[src/rtl/tt_um_winston_prbs_checker_pkg.sv]
// PRBS31 checker shared definitions: polynomial taps, FSM states, counter widths.
// Optional build macro used by the top: PRBS_CHK_POLINV_EN.
package prbs_pkg;

  // x^31 + x^28 + 1, register bit 0 holds the newest bit
  localparam int unsigned PRBS_LEN = 31;
  localparam int unsigned TAP_A    = 27;
  localparam int unsigned TAP_B    = 30;

  localparam int unsigned ERR_W  = 16;
  localparam int unsigned FILL_W = 5;

  typedef enum logic [1:0] {
    ST_HUNT   = 2'b00,
    ST_VERIFY = 2'b01,
    ST_LOCKED = 2'b10
  } state_t;

  // Width of a counter that must hold values 0..max_val
  function automatic int unsigned cnt_width(input int unsigned max_val);
    return (max_val < 2) ? 1 : $clog2(max_val + 1);
  endfunction

endpackage

[src/rtl/tt_um_winston_prbs_checker_if.sv]
// Link between the checker FSM and the PRBS31 predictor.
//   shift_en : advance the predictor register this cycle
//   rx       : received bit (after optional polarity invert)
//   state    : checker state, selects shift-in source
//   pred     : predicted next bit
interface tt_um_winston_prbs_checker_if;
  import prbs_pkg::*;

  logic   shift_en;
  logic   rx;
  state_t state;
  logic   pred;

  modport master (output shift_en, output rx, output state, input pred);
  modport slave  (input shift_en, input rx, input state, output pred);
endinterface

[src/rtl/tt_um_winston_prbs_checker_predictor.sv]
// PRBS31 predictor: holds the 31-bit history register and predicts the next bit.
// Ports: clk, rst_n (async active-low), link (slave side of the checker link).
module prbs31_predictor
  import prbs_pkg::*;
(
  input  logic                         clk,
  input  logic                         rst_n,
  tt_um_winston_prbs_checker_if.slave  link
);

  logic [PRBS_LEN-1:0] r_q, r_d;
  logic                in_bit_c;

  assign link.pred = r_q[TAP_A] ^ r_q[TAP_B];

  // Once locked the register free-runs on its own prediction, so a single
  // line error is not echoed into later predictions.
  assign in_bit_c = (link.state == ST_LOCKED) ? link.pred : link.rx;

  always_comb begin
    r_d = r_q;
    if (link.shift_en) r_d = {r_q[PRBS_LEN-2:0], in_bit_c};
  end

  always_ff @(posedge clk or negedge rst_n) begin
    if (!rst_n) r_q <= '0;
    else        r_q <= r_d;
  end

endmodule

[src/flat_wrapper.sv]
// flat-port wrapper written by rule: the top's interface ports become plain ports
module prbs31_predictor_flat import prbs_pkg::*;
  (clk, rst_n, link_shift_en, link_rx, link_state, link_pred);
  tt_um_winston_prbs_checker_if link_i ();
  input  logic clk;
  input  logic rst_n;
  input wire logic [$bits(link_i.shift_en)-1:0] link_shift_en;
  input wire logic [$bits(link_i.rx)-1:0] link_rx;
  input wire logic [$bits(link_i.state)-1:0] link_state;
  output wire logic [$bits(link_i.pred)-1:0] link_pred;
  assign link_i.shift_en = link_shift_en;
  assign link_i.rx = link_rx;
  assign link_i.state = link_state;
  assign link_pred = link_i.pred;
  prbs31_predictor u_core (.clk(clk), .rst_n(rst_n), .link(link_i));
endmodule
[config.mk]
export PLATFORM = sky130hd
export DESIGN_NAME = prbs31_predictor_flat
export DESIGN_NICKNAME = d
export VERILOG_FILES = /design/src/rtl/tt_um_winston_prbs_checker_pkg.sv /design/src/rtl/tt_um_winston_prbs_checker_if.sv /design/src/rtl/tt_um_winston_prbs_checker_predictor.sv /design/src/flat_wrapper.sv
export SDC_FILE = /design/constraint.sdc
export NUM_CORES = 1
export LEC_CHECK = 0
export CAP_MARGIN = 20
export CORE_ASPECT_RATIO = 1.25
export CORE_UTILIZATION = 35
export CTS_BUF_LIST = sky130_fd_sc_hd__clkbuf_2 sky130_fd_sc_hd__clkbuf_4 sky130_fd_sc_hd__clkbuf_8
export CTS_CLUSTER_SIZE = 25
export DETAILED_ROUTE_END_ITERATION = 10
export GPL_TIMING_DRIVEN = 0
export SLEW_MARGIN = 20
export SYNTH_ARGS = -nofsm -noshare
export SYNTH_HDL_FRONTEND = slang
export SYNTH_SLANG_ARGS = --single-unit
[constraint.sdc]
create_clock -name clk -period 1.1 [get_ports clk]
set_input_delay 0.11 -clock clk [delete_from_list [all_inputs] [get_ports clk]]
set_output_delay 0.11 -clock clk [all_outputs]
set_load 0.05 [all_outputs]
==> flow_summary.yaml, run 1 <==
worst_setup_path:
  start_kind: "flop"
  crit_start: "u_core.r_q[30]"
  rr_worst_depth: 3
  crit_required_ns: 1.26
  slowest_delay_ns: 0.44
  rrSetupSlack_ns: -0.15
  path_max_fanout: 2
  end_kind: "flop"
  crit_end: "u_core.r_q[0]"
  r2r_end: "u_core.r_q[0]"
  path_common_cell: "mux2_4"
  critPathArrivalTime_ns: 1.41
  crit_chain: "xor2_4 > mux2_4 > mux2_4"
  reg2reg_from: "u_core.r_q[30]"
  crit_slowest_cell: "dfrtp_2"
  path_class: "flop to flop"
yosys:
  ys_seq_area_share_pct: 66.3
  syn_area_per_cell_um2: 17.2
  synth_area_mm2: 0.00117
  ys.warnings.count: 0
  syn_nets: 74
  syn_inst: 68
  synth_cell_type_count: 6
  ys_ff_latch: 31
cells_and_area:
  largest_reg_flops: 31
  antenna_cells: 0
  top_register: "u_core.r_q"
  fin_util_pct: 44.2
  area_delta_synth_final_pct: 20.7
  reg.largest.list: "u_core.r_q: 31 flops"
  finish.net_count: 90
  drive_gt1_share_pct: 58.8
placed_design:
  hpwl_um: 1000
  place_ws_ns: -0.426
  port_buffers: 6
  routabilityCongestion: 0.618
route:
  top_layer_used: "met4"
  avgRoutedWirePerCell_um: 13.0
  routed-wl-met2_um: 770
  drc: 0
  wl_met1_um: 687
  vias: 567
  totalWireLength_um: 1590
  drt-vias-per-instance: 4.65
  drt-pass1-iter-count: 2
  wl_met3_um: 81
  drtIter0Drc: 8
  antenna_left: 0
clocking:
  clk_path_buf_depth: 2
  cts_root_buffer: "clkbuf_8"
  cts.clk_slew.worst_paths_ns: 0.06
  cts.sink_count: 31
  clk_latency_ns: 0.28
  cts-buffers-inserted: 5
  tritoncts: "done"
  htreeDepth: 2
global_route:
  antenna_found_initial: 0
  grt_max_degree: 32
  grt_first_pass_wirelength_um: 2660
  grt-ovfl-total: 0
  grt_usage_pct: 11.3
  grt_pass1_vias: 584
sta:
  timing.final.crit_share_pct: 114
  rsz0062_at_grt: "true"
  final-setup-viol-count: 5
  period_needed_ns: 1.25
  worst_slew_pin_slew_ns: 0.676
  skew_ns: 0.00896
  slew_headroom_pct: 54.9
  fmax_mhz: 800
  setup_tns_ns: -0.277
  slew_viol_final: 0
  worst_slack_ns: -0.150
  hold_viol_final: 0
floorplan:
  chipWidth_um: 53.7
  initial_core_util_pct: 36.6
  die_y_um: 66.6
  core_region_area_mm2: 0.00319
  num_io_pins: 7
  row_count: 23
  die-area_mm2: 0.00358
pwr:
  p_total_w: 0.00339
  pwr_density_cell_mw_per_mm2: 2400
  p_leak_nw: 0.662
  vdd_drop_max_uv: 1120
hold_path:
  min_path_type: "input port to async pin"
job:
  max_cap_viol_count: 0
run_status:
  violations: "negative setup slack"
  outcome: "complete, but fails checks"
## routing by layer
layer,track usage [%],up-vias
li1,-,267
met1,12.4,282
met2,15.9,9
met3,5.02,9
met4,9.87,0
met5,0,-
## where the power goes
part | switching (W) | internal [W]
Combinational | 0.000240 | 0.000457
Clock | 0.000383 | 0.000492
Sequential | 0.000226 | 0.00159
## timing repair
action,CTS,global route
pin swaps,0,1
endpoints found under the setup margin,3,31
gates resized for setup,6,3
setup buffers,1,1
hold endpoints to repair,31,0
hold buffers,1,0
## stage by stage
step	area [um2]	cells	hold WS [ns]
finish	1410	122	0.401
global route	1410	122	0.487
CTS	1400	121	0.418
detailed placement	1290	111	0.180
global placement	1300	111	0.484
floorplan	1190	68	-0.186
## cell type report
class	instances	area, um2
sequential	31	778
buffer	3	20.0
clock buffer	7	83.8
tap	37	46.3
clock inverter	1	5.00
multi-input combinational	34	402
fill	288	1780
timing repair buffer	9	77.6
## cell usage in the layout (no fill, tap or decap)
cell,netlist,routed
mux2_2,31,30
dfrtp_1,31,29
clkbuf_8,0,5
clkbuf_4,0,4
clkdlybuf4s50_1,0,4
buf_4,0,3
buf_2,3,2
mux2_4,1,2
dfrtp_2,0,2
xor2_4,0,1
nor2b_1,1,1
clkinv_2,0,1
dlygate4sd3_1,0,1
## how the worst min path moves through the flow
stage | from | end | cells past startpoint
final | rst_n | u_core.r_q[26] | 2
after global routing | rst_n | u_core.r_q[8] | 2
after CTS | rst_n | u_core.r_q[8] | 2
after detailed placement | rst_n | u_core.r_q[26] | 1
after global placement | u_core.r_q[17] | u_core.r_q[17] | 1
after floorplan | rst_n | u_core.r_q[0] | 0
## cells by family (layout without fill, tap and decap cells)
group,count (synthesis),in the layout,share of synthesized area [%]
muxes,32,32,31.1
DFF,31,31,66.3
buffers and inverters,3,20,1.28
xor gates and xnor gates,1,1,0.749
and+or+nand+nor,1,1,0.535
## synthesized netlist by cell type
master   count  area share (%)
dfrtp_1     31              66
buf_2        3             1.3
mux2_4       1             1.3
nor2b_1      1            0.54
xor2_1       1            0.75
mux2_2      31              30
## critical path: cells and delay by family (launching register included)
| family | cells | cell delay, ns |
|---|---|---|
| mux | 2 | 0.50 |
| xor+xnor | 1 | 0.19 |
| flops | 1 | 0.44 |
Power figures use the tool's default switching activity.
==> run 2: changes to the inputs <==
- GPL_ROUTABILITY_DRIVEN: unset -> 0
==> results of run 2 <==
Same layout as run 1: the final DEF is identical, and so are final timing and power.
==> run 3: changes to the inputs <==
- SKIP_LAST_GASP: unset -> 1
==> results of run 3 <==
Same layout as run 1: the final DEF is identical, and so are final timing and power.
